## src/rtl/button_events_pkg.sv

```systemverilog
// Shared definitions for the button event block: register offsets and
// the bit position of the release half within EVENTS / IRQ_EN.
package button_events_pkg;

    localparam logic [1:0] REG_STATUS   = 2'd0;
    localparam logic [1:0] REG_EVENTS   = 2'd1;
    localparam logic [1:0] REG_IRQ_EN   = 2'd2;
    localparam logic [1:0] REG_DEBOUNCE = 2'd3;

    localparam int REL_SHIFT = 16;

endpackage

```

## src/rtl/btn_debounce.sv

```systemverilog
// One button: two-flop synchroniser, stability counter, debounced state
// and a single-cycle commit strobe when the state flips.
module btn_debounce
    import button_events_pkg::*;
#(
    parameter int CNT_W = 20
) (
    input  logic             clk,
    input  logic             resetn,
    input  logic             raw,
    input  logic [CNT_W-1:0] thr,
    output logic             state,
    output logic             commit
);

    logic             sync1;
    logic             sync2;
    logic             s;
    logic [CNT_W-1:0] cnt;

    // Pads are active-low; s is 1 while the button is held.
    assign s      = ~sync2;
    assign commit = (s != state) && (cnt >= thr - CNT_W'(1));

    always_ff @(posedge clk) begin
        if (!resetn) begin
            sync1 <= 1'b1;
            sync2 <= 1'b1;
            cnt   <= '0;
            state <= 1'b0;
        end else begin
            sync1 <= raw;
            sync2 <= sync1;
            if (s == state) begin
                cnt <= '0;
            end else if (commit) begin
                state <= s;
                cnt   <= '0;
            end else begin
                cnt <= cnt + CNT_W'(1);
            end
        end
    end

endmodule

```

## src/rtl/button_events.sv

```systemverilog
// Debounced buttons with sticky press/release events, a level interrupt
// and an iomem register window (STATUS, EVENTS, IRQ_EN, DEBOUNCE).
module button_events
    import button_events_pkg::*;
#(
    parameter int NBTN             = 2,
    parameter int DEBOUNCE_DEFAULT = 16000,
    parameter int CNT_W            = 20
) (
    input  logic            clk,
    input  logic            resetn,
    input  logic            iomem_valid,
    input  logic [3:0]      iomem_wstrb,
    input  logic [31:0]     iomem_addr,
    input  logic [31:0]     iomem_wdata,
    output logic [31:0]     iomem_rdata,
    output logic            iomem_ready,
    input  logic [NBTN-1:0] btn_raw,
    output logic [NBTN-1:0] btn_state,
    output logic            irq
);

    logic [NBTN-1:0]  commit;
    logic [NBTN-1:0]  press, rel, press_en, rel_en;
    logic [NBTN-1:0]  press_n, rel_n;
    logic [CNT_W-1:0] debounce, thr;
    logic [31:0]      wmask, wd, rd;
    logic [31:0]      st_w, ev_w, en_w, db_w, en_new, db_new;
    logic [1:0]       reg_sel;
    logic             acc, wr;
    logic             unused;

    // A programmed threshold of 0 is treated as 1.
    assign thr = (debounce == '0) ? CNT_W'(1) : debounce;

    for (genvar gi = 0; gi < NBTN; gi++) begin : g_btn
        btn_debounce #(.CNT_W(CNT_W)) u_db (
            .clk    (clk),
            .resetn (resetn),
            .raw    (btn_raw[gi]),
            .thr    (thr),
            .state  (btn_state[gi]),
            .commit (commit[gi])
        );
    end

    assign reg_sel = iomem_addr[3:2];
    assign acc     = iomem_valid && !iomem_ready;
    assign wr      = acc && (iomem_wstrb != 4'b0000);
    assign wmask   = {{8{iomem_wstrb[3]}}, {8{iomem_wstrb[2]}},
                      {8{iomem_wstrb[1]}}, {8{iomem_wstrb[0]}}};
    assign wd      = iomem_wdata & wmask;
    assign en_new  = (en_w & ~wmask) | wd;
    assign db_new  = (db_w & ~wmask) | wd;
    assign unused  = ^{iomem_addr[31:4], iomem_addr[1:0], wd, en_new, db_new};

    always_comb begin
        st_w = '0;
        ev_w = '0;
        en_w = '0;
        db_w = '0;
        st_w[NBTN-1:0]           = btn_state;
        ev_w[NBTN-1:0]           = press;
        ev_w[REL_SHIFT+:NBTN]    = rel;
        en_w[NBTN-1:0]           = press_en;
        en_w[REL_SHIFT+:NBTN]    = rel_en;
        db_w[CNT_W-1:0]          = debounce;
    end

    always_comb begin
        rd = '0;
        unique case (reg_sel)
            REG_STATUS:   rd = st_w;
            REG_EVENTS:   rd = ev_w;
            REG_IRQ_EN:   rd = en_w;
            REG_DEBOUNCE: rd = db_w;
        endcase
    end

    // Event set beats a simultaneous write-one-to-clear.
    always_comb begin
        press_n = press;
        rel_n   = rel;
        if (wr && reg_sel == REG_EVENTS) begin
            press_n = press & ~wd[NBTN-1:0];
            rel_n   = rel & ~wd[REL_SHIFT+:NBTN];
        end
        press_n = press_n | (commit & ~btn_state);
        rel_n   = rel_n | (commit & btn_state);
    end

    always_ff @(posedge clk) begin
        if (!resetn) begin
            iomem_ready <= 1'b0;
            iomem_rdata <= '0;
            press       <= '0;
            rel         <= '0;
            press_en    <= '0;
            rel_en      <= '0;
            debounce    <= CNT_W'(DEBOUNCE_DEFAULT);
            irq         <= 1'b0;
        end else begin
            iomem_ready <= acc;
            iomem_rdata <= acc ? rd : '0;
            press       <= press_n;
            rel         <= rel_n;
            if (wr && reg_sel == REG_IRQ_EN) begin
                press_en <= en_new[NBTN-1:0];
                rel_en   <= en_new[REL_SHIFT+:NBTN];
            end
            if (wr && reg_sel == REG_DEBOUNCE)
                debounce <= db_new[CNT_W-1:0];
            irq <= |((press & press_en) | (rel & rel_en));
        end
    end

endmodule

```

## config.mk

```make
export PLATFORM = sky130hd
export DESIGN_NAME = button_events
export DESIGN_NICKNAME = d
export VERILOG_FILES = /design/src/rtl/button_events_pkg.sv /design/src/rtl/btn_debounce.sv /design/src/rtl/button_events.sv
export SDC_FILE = /design/constraint.sdc
export NUM_CORES = 1
export LEC_CHECK = 0
export BUFFER_PORTS_ARGS = -buffer_cell sky130_fd_sc_hd__buf_2
export CORE_MARGIN = 1
export CORE_UTILIZATION = 59
export CTS_BUF_LIST = sky130_fd_sc_hd__clkbuf_16
export DETAILED_ROUTE_END_ITERATION = 10
export GPL_TIMING_DRIVEN = 0
export PLACE_DENSITY = 0.86
export SLEW_MARGIN = 20
export SYNTH_ARGS = -nofsm -noshare
export SYNTH_HDL_FRONTEND = slang
export SYNTH_SLANG_ARGS = --single-unit
export TNS_END_PERCENT = 30
```

## constraint.sdc

```tcl
create_clock -name clk -period 11.9 [get_ports clk]
set_input_delay 2.38 -clock clk [delete_from_list [all_inputs] [get_ports clk]]
set_output_delay 2.38 -clock clk [all_outputs]
set_load 0.02 [all_outputs]
```

==> impl_metrics.py, run 1 <==
metrics = {
    "place": {
        "dp_hpwl_um": 8350,
        "finalWeightedCongestion": 0.914,
        "dpl-instance-area_um2": 5450,
        "dp.cells": 731,
        "numPortBuffers": 49,
        "dp_slack_ns": 7.48,
    },
    "worst_setup_path": {
        "crit_type": "register to register",
        "rrSetupSlack_ns": 7.27,
        "crit_end": "rel[0]",
        "crit_required_ns": 12.13,
        "timing.rr.end": "rel[0]",
        "end_kind": "register",
        "reg2reg_depth": 17,
        "worstSetupStartpointType": "register",
        "cp_max_fo": 7,
        "arrival_ns": 4.86,
    },
    "floorplanning": {
        "row_count": 33,
        "fp.dieH_um": 94.3,
        "fp.dieW_um": 94.3,
        "num_io_pins": 109,
        "core-area_um2": 8220,
        "die_area_um2": 8900,
        "floorplan.initialDensity_pct": 61.2,
    },
    "flow_run": {
        "timing.max_cap.violations": 0,
    },
    "logic_synthesis": {
        "synth_cells": 566,
        "syn_area_um2": 5030,
        "yosys_register_bits": 96,
        "synth_ff_type": "dfxtp_1",
        "ys_types": 44,
        "synth_edf_count": 0,
        "avgSynthCellArea_um2": 8.88,
        "async_flop_share_pct": 0,
        "ys_seq_area_share_pct": 38.2,
        "ys.warnings.count": 0,
    },
    "timing": {
        "finalCritPeriodShare_pct": 38.9,
        "fmax_mhz": 216,
        "rsz0062_at_grt": "false",
        "slew_headroom_pct": 56.7,
        "fin_crit_ns": 4.63,
        "hold_viol": 0,
        "timing.hold.ws_ns": 0.405,
        "finalWorstSetupSlack_ns": 7.27,
        "worst_slew_pin_slew_ns": 0.642,
        "skew_ns": 0.00720,
        "maxSlewViolCount": 0,
        "fin_setup_tns_ns": 0,
        "setup_viol": 0,
    },
    "clocking": {
        "root_buffer": "clkbuf_16",
        "post-cts-setup-buffer-count": 0,
        "htreeDepth": 3,
        "clk_transition_reported_paths_ns": 0.07,
        "cts-resized-gates": 0,
        "cts_sinks": 96,
        "cts_hold_buf": 0,
        "cts_tree": "done",
        "cts_buffer_depth": 2,
        "clkLatencyLatePin_ns": 0.34,
        "cts_buffers": 9,
    },
    "finish": {
        "drive_above_1_share_pct": 17.8,
        "final_cells": 746,
        "diodes": 0,
        "n_fill_cell": 617,
        "fin_nets": 751,
        "design_area_um2": 5760,
        "area_growth_pct": 14.5,
    },
    "global_route": {
        "antenna_found_initial": 0,
        "gr-total-overflow": 0,
        "grt_max_degree": 16,
        "grt_pass1_wl_um": 18000,
        "groute.usage.overall_pct": 26.0,
        "grt_pass1_vias": 3928,
    },
    "drt": {
        "drtAntennaViolNets": 0,
        "drt_iter0_markers": 234,
        "drc": 0,
        "wl_per_cell_um": 14.8,
        "via_count": 4183,
        "avgViaCountPerCell": 5.61,
        "wl_um": 11100,
        "drtPass1Iterations": 5,
    },
    "hold_path": {
        "hp-class": "register to register",
        "hp-start": "g_btn[1].u_db.sync1",
    },
    "power_and_ir_drop": {
        "peakVddDrop_v": 0.0000708,
        "p_per_area_nw_per_um2": 117,
        "leakage_nw": 2.42,
    },
    "run_status": {
        "outcome": "completed",
    },
}
## layout by cell type (no fill, tap or decap), types with 8 or more instances in the layout
cell	instances
nor3_1	8
xnor2_1	24
ha_1	41
a21oi_1	13
dfxtp_1	96
clkbuf_16	9
nand3_1	45
nor2b_1	15
xor2_1	30
clkbuf_1	11
and2_1	20
conb_1	12
buf_2	51
o21ai_0	10
inv_1	8
nand2b_1	10
nand2_1	65
and3_1	13
nor2_2	20
a21boi_0	15
buf_4	14
nor2_1	47
## synth_stat cells (8+ instances only)
cell type,instances,area share [%]
a21boi_0,15,2.2
nor3_1,8,0.80
nor2b_1,15,1.9
xnor2_1,24,4.2
buf_4,14,2.1
and3_1,13,1.6
nor2_2,20,2.5
ha_1,41,10
nand2_1,65,4.9
a21oi_1,13,1.3
clkbuf_1,11,0.82
dfxtp_1,96,38
and2_1,20,2.5
nand3_1,45,4.5
o21ai_0,10,1.0
nand2b_1,10,1.2
xor2_1,30,5.2
nor2_1,47,3.5
## critical path, stage by stage, from the launching register on
cell	delay, ns
dfxtp_1	0.39
or4_4	0.59
or4_4	0.47
nand2b_1	0.19
nor2b_1	0.18
a21oi_1	0.16
ha_1	0.25
nand2b_1	0.15
nor4_1	0.08
xnor2_1	0.28
ha_1	0.31
o21ai_0	0.17
nor2_1	0.06
a211oi_1	0.33
o211ai_1	0.17
o2111ai_1	0.19
nand3_1	0.25
a41o_1	0.30
## per-stage QoR
step	util, %	total power (W)
floorplan	-	0.000366
global placement	66.3	0.000378
detailed placement	66.3	0.000379
CTS	70.1	0.000679
global route	70.1	0.000698
finish	70.1	0.000675
## routing by layer
layer	routed length (µm)	track usage (%)	part of all wire, %	vias up
met5	0	0	0	-
met4	371	13.6	3.4	0
met3	563	5.18	5.1	30
met2	5420	43.8	49	138
met1	4720	31.3	43	1954
li1	-	-	-	2061
## power by group
group	total [W]	leakage, nW	switching (W)	internal (W)
logic	0.0000451	1.50	0.0000269	0.0000183
clock network	0.000302	0.145	0.000120	0.000182
registers	0.000328	0.776	0.00000336	0.000325
## final cells by class
| type | count | area (µm²) | area share [%] |
|---|---|---|---|
| inverters | 7 | 26.3 | 0.456 |
| flip-flops and latches | 96 | 1920 | 33.4 |
| clock buffers | 9 | 225 | 3.91 |
| plain buffers | 33 | 203 | 3.52 |
| repair buffers | 49 | 245 | 4.26 |
| clock inverters | 6 | 86.3 | 1.50 |
| multi-input cells | 441 | 2920 | 50.7 |
| well taps | 105 | 131 | 2.28 |
## kinds of logic after synthesis
kind of cell / share of synthesized area (%)
AOI/OAI and AO/OA: 8.43
xor gates and xnor gates: 9.41
adders and majority gates: 10.2
buffers and inverters: 4.55
DFF: 38.2
muxes: 2.54
other: 0.0746
and+or+nand+nor: 26.6
## how the worst min path moves through the flow
stage	to	slack, ns	cells after the start
after floorplan	g_btn[0].u_db.sync2	0.39	1
after global routing	g_btn[1].u_db.sync2	0.43	1
after CTS	g_btn[1].u_db.sync2	0.41	1
after detailed placement	g_btn[1].u_db.sync2	0.40	1
final	g_btn[1].u_db.sync2	0.41	1
after global placement	g_btn[1].u_db.sync2	0.39	1
Power figures use the tool's default switching activity.
==> inputs of run 2 (changes only) <==
--- a/config.mk
+++ b/config.mk
@@ -5,13 +5,14 @@
 export SDC_FILE = /design/constraint.sdc
 export NUM_CORES = 1
 export LEC_CHECK = 0
+export ABC_AREA = 1
 export BUFFER_PORTS_ARGS = -buffer_cell sky130_fd_sc_hd__buf_2
 export CORE_MARGIN = 1
-export CORE_UTILIZATION = 59
+export CORE_UTILIZATION = 50
 export CTS_BUF_LIST = sky130_fd_sc_hd__clkbuf_16
 export DETAILED_ROUTE_END_ITERATION = 10
 export GPL_TIMING_DRIVEN = 0
-export PLACE_DENSITY = 0.86
+export PLACE_DENSITY = 0.77
 export SLEW_MARGIN = 20
 export SYNTH_ARGS = -nofsm -noshare
 export SYNTH_HDL_FRONTEND = slang
==> constraint.sdc (replaced) <==
create_clock -name clk -period 3.84 [get_ports clk]
set_input_delay 0.768 -clock clk [delete_from_list [all_inputs] [get_ports clk]]
set_output_delay 0.768 -clock clk [all_outputs]
set_load 0.02 [all_outputs]
==> impl_metrics.py, run 2 <==
metrics = {
    "logic_synthesis": {
        "synth_cells": 661,
        "synth_largest_area_cell": "dfxtp_1",
        "async_flop_share_pct": 0,
        "syn_area_um2": 5090,
        "ys_seq_area_share_pct": 37.8,
        "yosys_register_bits": 96,
        "synth_edf_count": 0,
        "synth.most_common_cell": "nand2_1",
        "avgSynthCellArea_um2": 7.69,
        "ys_types": 40,
        "yosys.area.top_type_share_pct": 37.8,
        "synth_ff_type": "dfxtp_1",
        "ys.warnings.count": 0,
        "synth_area_leaders": "dfxtp_1 38%, ha_1 10%, nand2_1 8.1%",
        "ys_top_cells_by_count": "110 x nand2_1, 96 x dfxtp_1, 83 x nor2_1, 76 x inv_1, 46 x a21oi_1",
    },
    "global_route": {
        "grt_pass1_vias": 4412,
        "gr-total-overflow": 0,
        "grt_pass1_wl_um": 20000,
        "grt_max_degree": 18,
        "antenna_found_initial": 0,
        "groute.usage.overall_pct": 24.9,
    },
    "worst_setup_path": {
        "crit_top_cell": "nand2_1",
        "timing.rr.end": "rel[1]",
        "critPathTopFamily": "simple AND/OR/NAND/NOR gates",
        "cp_num_buf_inv": 2,
        "arrival_ns": 3.70,
        "cpPeakStageDelay_ns": 0.49,
        "worstSetupStartpointType": "register",
        "critPathSlowestCell": "nor4_1",
        "end_kind": "register",
        "cp_max_fo": 4,
        "crit_required_ns": 4.06,
        "crit_type": "register to register",
        "path_cells": "inv_1 > nand2_1 > nor3_1 > nand3_1 > o21ai_0 > inv_1 > nand3_1 > nor4_1 > xor2_1 > ha_1 > a21oi_1 > o21ai_0 > a21oi_1 > nand2_1 > nand2_1 > nand2_1 > nand2_1 > nand3_1 > nand2_1 > nand2_1 > nand3_1 > a21oi_1",
        "cp.depth": 22,
        "reg2reg_depth": 22,
        "rrSetupSlack_ns": 0.37,
        "crit_end": "rel[1]",
    },
    "floorplanning": {
        "core-area_um2": 9820,
        "fp.dieH_um": 103,
        "num_io_pins": 109,
        "die_area_um2": 10600,
        "row_count": 36,
        "fp.dieW_um": 103,
        "floorplan.initialDensity_pct": 51.8,
    },
    "finish": {
        "drive_above_1_share_pct": 16.8,
        "layout_common_cells": "110 x nand2_1, 95 x dfxtp_1, 81 x nor2_1, 76 x inv_1, 57 x buf_2",
        "diodes": 0,
        "fin_nets": 851,
        "final_common_cell": "nand2_1",
        "n_fill_cell": 929,
        "area_growth_pct": 15.8,
    },
    "clocking": {
        "cts_buffers": 9,
        "clkLatencyLatePin_ns": 0.36,
        "cts_tree": "done",
        "clk_transition_reported_paths_ns": 0.07,
        "cts_hold_buf": 0,
        "root_buffer": "clkbuf_16",
        "cts_buffer_depth": 2,
        "htreeDepth": 3,
        "cts_sinks": 96,
    },
    "timing": {
        "skew_ns": 0.00828,
        "timing.hold.ws_ns": 0.414,
        "fin_crit_ns": 3.47,
        "worst_slew_pin_slew_ns": 0.607,
        "finalCritPeriodShare_pct": 90.5,
        "hold_viol": 0,
        "fmax_mhz": 288,
        "rsz0062_at_grt": "false",
        "setup_viol": 0,
        "maxSlewViolCount": 0,
        "fin_setup_tns_ns": 0,
        "slew_headroom_pct": 59.2,
    },
    "drt": {
        "drtAntennaViolNets": 0,
        "avgViaCountPerCell": 5.09,
        "wl_per_cell_um": 13.8,
        "wl_um": 12000,
        "via_count": 4451,
        "drc": 0,
        "drtPass1Iterations": 4,
        "drt_iter0_markers": 143,
    },
    "run_status": {
        "outcome": "completed",
    },
    "place": {
        "dp_hpwl_um": 9420,
        "numPortBuffers": 53,
        "finalWeightedCongestion": 0.972,
    },
    "hold_path": {
        "hp-class": "register to register",
        "hold_depth": 1,
    },
    "power_and_ir_drop": {
        "peakVddDrop_v": 0.000276,
        "leakage_nw": 2.72,
        "p_per_area_nw_per_um2": 360,
    },
    "flow_run": {
        "timing.max_cap.violations": 0,
    },
}
run 2: final cells by class:
type / instances / area [µm²] / area share [%]
multi-input combinational: 472 / 2760 / 46.9
sequential: 96 / 1920 / 32.7
inverter: 79 / 297 / 5.04
timing repair buffer: 54 / 273 / 4.63
clock buffer: 9 / 225 / 3.82
buffer: 25 / 166 / 2.83
tap: 133 / 166 / 2.83
clock inverter: 7 / 76.3 / 1.30
run 2: cells by family (layout without fill, tap and decap cells):
logic type | after synthesis | after routing | share of synthesized area (%)
compound gates | 88 | 88 | 9.20
xor+xnor | 43 | 43 | 7.40
fa+ha+maj | 41 | 41 | 10.1
buf+inv | 104 | 174 | 9.10
flops | 96 | 96 | 37.8
other cells | 1 | 12 | 0.0737
simple gates | 288 | 288 | 26.3
run 2: how the worst min path moves through the flow:
| stage | startpoint | endpoint | slack [ns] |
|---|---|---|---|
| after floorplan | g_btn[0].u_db.sync1 | g_btn[0].u_db.sync2 | 0.39 |
| after global placement | g_btn[0].u_db.sync1 | g_btn[0].u_db.sync2 | 0.39 |
| after detailed placement | g_btn[0].u_db.sync1 | g_btn[0].u_db.sync2 | 0.40 |
| after CTS | g_btn[0].u_db.sync1 | g_btn[0].u_db.sync2 | 0.42 |
| after global routing | g_btn[0].u_db.sync1 | g_btn[0].u_db.sync2 | 0.43 |
| final | g_btn[1].u_db.sync1 | g_btn[1].u_db.sync2 | 0.41 |
run 2: power by group:
group | internal (W) | total (W) | switching (W)
clock | 0.000512 | 0.000924 | 0.000412
sequential | 0.00101 | 0.00102 | 0.0000102
combinational | 0.0000621 | 0.000178 | 0.000115
run 2: what timing repair did:
item,in CTS,in global routing
endpoints found under the setup margin,0,46
setup buffers,0,1
resized for setup,0,5
run 2: metal layers:
metal  global-route usage [%]  up-vias  wire (µm)
li1                         -     2275          -
met3                     5.69       24        563
met4                     10.1        0        297
met1                     28.5     2041       5270
met5                        0        -          0
met2                     44.8      111       5910
run 2: per-stage QoR:
step	setup WS, ns	utilization [%]	cells	power, W	instance area [µm²]
after floorplan	0.909	-	672	0.00116	5130
after global placement	0.276	56.6	858	0.00121	5560
after detailed placement	0.211	56.6	858	0.00121	5560
after CTS	0.201	59.7	874	0.00213	5860
after global routing	0.00693	60.0	875	0.00220	5890
final	0.366	60.0	875	0.00212	5890
run 2: worst reg2reg max path: stages, from the launching register on:
cell     delay (ns)
dfxtp_1        0.45
inv_1          0.12
nand2_1        0.08
nor3_1         0.04
nand3_1        0.06
o21ai_0        0.07
inv_1          0.10
nand3_1        0.13
nor4_1         0.49
xor2_1         0.34
ha_1           0.31
a21oi_1        0.14
o21ai_0        0.09
a21oi_1        0.12
nand2_1        0.10
nand2_1        0.07
nand2_1        0.05
nand2_1        0.05
nand3_1        0.06
nand2_1        0.12
nand2_1        0.15
nand3_1        0.13
a21oi_1        0.07
==> inputs of run 3 (changes only) <==
--- a/config.mk
+++ b/config.mk
@@ -8,13 +8,14 @@
 export ABC_AREA = 1
 export BUFFER_PORTS_ARGS = -buffer_cell sky130_fd_sc_hd__buf_2
 export CORE_MARGIN = 1
-export CORE_UTILIZATION = 50
+export CORE_UTILIZATION = 62
 export CTS_BUF_LIST = sky130_fd_sc_hd__clkbuf_16
 export DETAILED_ROUTE_END_ITERATION = 10
 export GPL_TIMING_DRIVEN = 0
-export PLACE_DENSITY = 0.77
-export SLEW_MARGIN = 20
+export PLACE_DENSITY = 0.87
+export SLEW_MARGIN = 15
 export SYNTH_ARGS = -nofsm -noshare
 export SYNTH_HDL_FRONTEND = slang
+export SYNTH_HIERARCHICAL = 1
 export SYNTH_SLANG_ARGS = --single-unit
 export TNS_END_PERCENT = 30
==> constraint.sdc (replaced) <==
create_clock -name clk -period 4.4 [get_ports clk]
set_input_delay 0.88 -clock clk [delete_from_list [all_inputs] [get_ports clk]]
set_output_delay 0.88 -clock clk [all_outputs]
set_load 0.02 [all_outputs]
==> impl_metrics.py, run 3 <==
metrics = {
    "worst_setup_path": {
        "crit_type": "register to register",
        "cp_max_fo": 10,
        "crit_required_ns": 4.63,
        "critPathTopFamily": "simple AND/OR/NAND/NOR gates",
        "end_kind": "register",
        "critPathSlowestCell": "dfxtp_1",
        "arrival_ns": 3.85,
        "worstSetupStartpointType": "register",
        "path_cells": "inv_1 > nand4_1 > nor2_1 > nand3_1 > nand2_1 > inv_1 > ha_1 > nand4_2 > nor3_2 > nand2_1 > nor2_1 > xor2_1 > inv_1 > ha_1 > nand2_1 > nor2_1 > nand2_1 > inv_1 > nand2_1 > and2_1 > nand3_1 > buf_2 > nor2_1",
        "crit_top_cell": "nand2_1",
        "cp_num_buf_inv": 5,
        "rrSetupSlack_ns": 0.78,
        "cpPeakStageDelay_ns": 0.40,
    },
    "logic_synthesis": {
        "ys_top_cells_by_count": "198 x nand2_1, 151 x inv_1, 135 x nor2_1, 96 x dfxtp_1",
        "syn_area_um2": 6290,
        "synth_edf_count": 0,
        "synth.most_common_cell": "nand2_1",
        "ys_seq_area_share_pct": 30.5,
        "yosys.area.top_type_share_pct": 30.5,
        "ys.warnings.count": 6,
        "ys_types": 40,
        "synth_ff_type": "dfxtp_1",
        "async_flop_share_pct": 0,
        "avgSynthCellArea_um2": 6.87,
        "yosys_register_bits": 96,
        "synth_area_leaders": "dfxtp_1 31%, nand2_1 12%, inv_1 9.0%",
        "synth_largest_area_cell": "dfxtp_1",
        "synth_cells": 916,
    },
    "timing": {
        "fin_crit_ns": 3.62,
        "timing.hold.ws_ns": 0.420,
        "maxSlewViolCount": 0,
        "hold_viol": 0,
        "skew_ns": 0.00563,
        "fmax_mhz": 276,
        "rsz0062_at_grt": "false",
        "fin_setup_tns_ns": 0,
        "setup_viol": 0,
        "finalCritPeriodShare_pct": 82.3,
    },
    "finish": {
        "area_growth_pct": 12.2,
        "layout_common_cells": "198 x nand2_1, 152 x inv_1, 135 x nor2_1, 96 x dfxtp_1, 60 x buf_2",
        "final_common_cell": "nand2_1",
        "drive_above_1_share_pct": 13.6,
        "post-route-util_pct": 71.9,
        "design_area_um2": 7060,
        "fin_nets": 1109,
        "diodes": 0,
    },
    "power_and_ir_drop": {
        "seq_power_share_pct": 47.5,
        "p_int_w": 0.00140,
        "clkPwrFrac_pct": 40.8,
        "switching_share_pct": 25.5,
        "p_comb_share_pct": 11.7,
        "p_per_area_nw_per_um2": 265,
        "p_sw_w": 0.000476,
        "leakage_nw": 3.41,
        "peakVddDrop_v": 0.000188,
        "p_total_w": 0.00187,
    },
    "clocking": {
        "clkLatencyLatePin_ns": 0.34,
        "cts_buffer_depth": 2,
        "post-cts-setup-buffer-count": 0,
        "cts-resized-gates": 0,
        "cts_hold_buf": 0,
        "htreeDepth": 3,
        "cts_tree": "done",
        "cts_buffers": 9,
        "root_buffer": "clkbuf_16",
        "cts_sinks": 96,
        "clk_transition_reported_paths_ns": 0.06,
    },
    "floorplanning": {
        "num_io_pins": 109,
        "row_count": 36,
        "core-area_um2": 9820,
        "fp.dieW_um": 103,
        "fp.dieH_um": 103,
        "die_area_um2": 10600,
        "floorplan.initialDensity_pct": 64.1,
    },
    "drt": {
        "wl_um": 14700,
        "avgViaCountPerCell": 5.16,
        "drc": 0,
        "drtPass1Iterations": 5,
        "wl_per_cell_um": 13.0,
        "drtAntennaViolNets": 0,
        "via_count": 5833,
        "drt_iter0_markers": 281,
    },
    "global_route": {
        "groute.usage.overall_pct": 30.2,
        "grt_pass1_wl_um": 24700,
        "gr-total-overflow": 0,
        "grt_max_degree": 16,
        "grt_pass1_vias": 5567,
        "antenna_found_initial": 0,
    },
    "flow_run": {
        "timing.max_cap.violations": 0,
    },
    "place": {
        "dp_hpwl_um": 11200,
        "finalWeightedCongestion": 0.877,
        "numPortBuffers": 54,
        "dpl-instance-area_um2": 6770,
    },
    "hold_path": {
        "hp-start": "g_btn[1].u_db/sync1",
        "hp-class": "register to register",
    },
    "run_status": {
        "outcome": "completed",
    },
}
run 3: cell types whose count changed in the layout (fill, tap and decap cells not counted), moves of 10 or more:
cell | previous run | this run
o21bai_1 | 0 | 10
o21ai_0 | 30 | 11
xor2_1 | 29 | 44
nand2_1 | 110 | 198
clkbuf_1 | 5 | 20
a21oi_1 | 46 | 21
nor2_1 | 81 | 135
xnor2_1 | 12 | 22
inv_1 | 76 | 152
nand4_1 | 8 | 25
run 3: final timing paths:
kind                            depth (start not counted)                    end
worst max-delay path                                   23  g_btn[0].u_db/cnt[17]
worst min-delay path                                    1    g_btn[1].u_db/sync2
worst max register to register                         23  g_btn[0].u_db/cnt[17]
worst min register to register                          1    g_btn[1].u_db/sync2
run 3: kinds of logic (layout without fill, tap and decap cells):
kind of cell / after synthesis / after routing / share of synthesized area (%)
adders and majority gates: 44 / 44 / 8.75
AOI/OAI and AO/OA: 52 / 52 / 4.75
DFF: 96 / 96 / 30.5
xor gates and xnor gates: 66 / 66 / 9.19
and+or+nand+nor: 457 / 457 / 33.6
other: 1 / 12 / 0.0596
buffers and inverters: 200 / 270 / 13.1
run 3: routing by layer:
metal	vias up	global-route usage, %	wire [µm]
li1	2948	-	-
met1	2624	36.7	6470
met2	209	51.2	6770
met3	52	5.08	888
met4	0	15.8	578
met5	-	0	0
run 3: cell type report:
cell class                      instances  area (µm²)
Multi-Input combinational cell        631        3590
Clock buffer                            9         225
Timing Repair Buffer                   54         270
Inverter                              157         589
Fill cell                             801        2760
Tap cell                              133         166
Clock inverter                          7        63.8
Buffer                                 43         233
Sequential cell                        96        1920
run 3: metrics by stage:
step,setup slack [ns],cells
floorplan,1.53,927
global placement,0.949,1114
detailed placement,0.855,1114
CTS,0.828,1130
global route,0.354,1130
finish,0.778,1130
run 3: power by group through the flow:
stage | clock network (W) | registers [W] | logic, W
after floorplan | 0 | 0.000910 | 0.000155
after global placement | 0 | 0.000908 | 0.000206
after detailed placement | 0 | 0.000908 | 0.000212
after CTS | 0.000774 | 0.000889 | 0.000215
after global routing | 0.000804 | 0.000890 | 0.000245
final | 0.000764 | 0.000889 | 0.000219
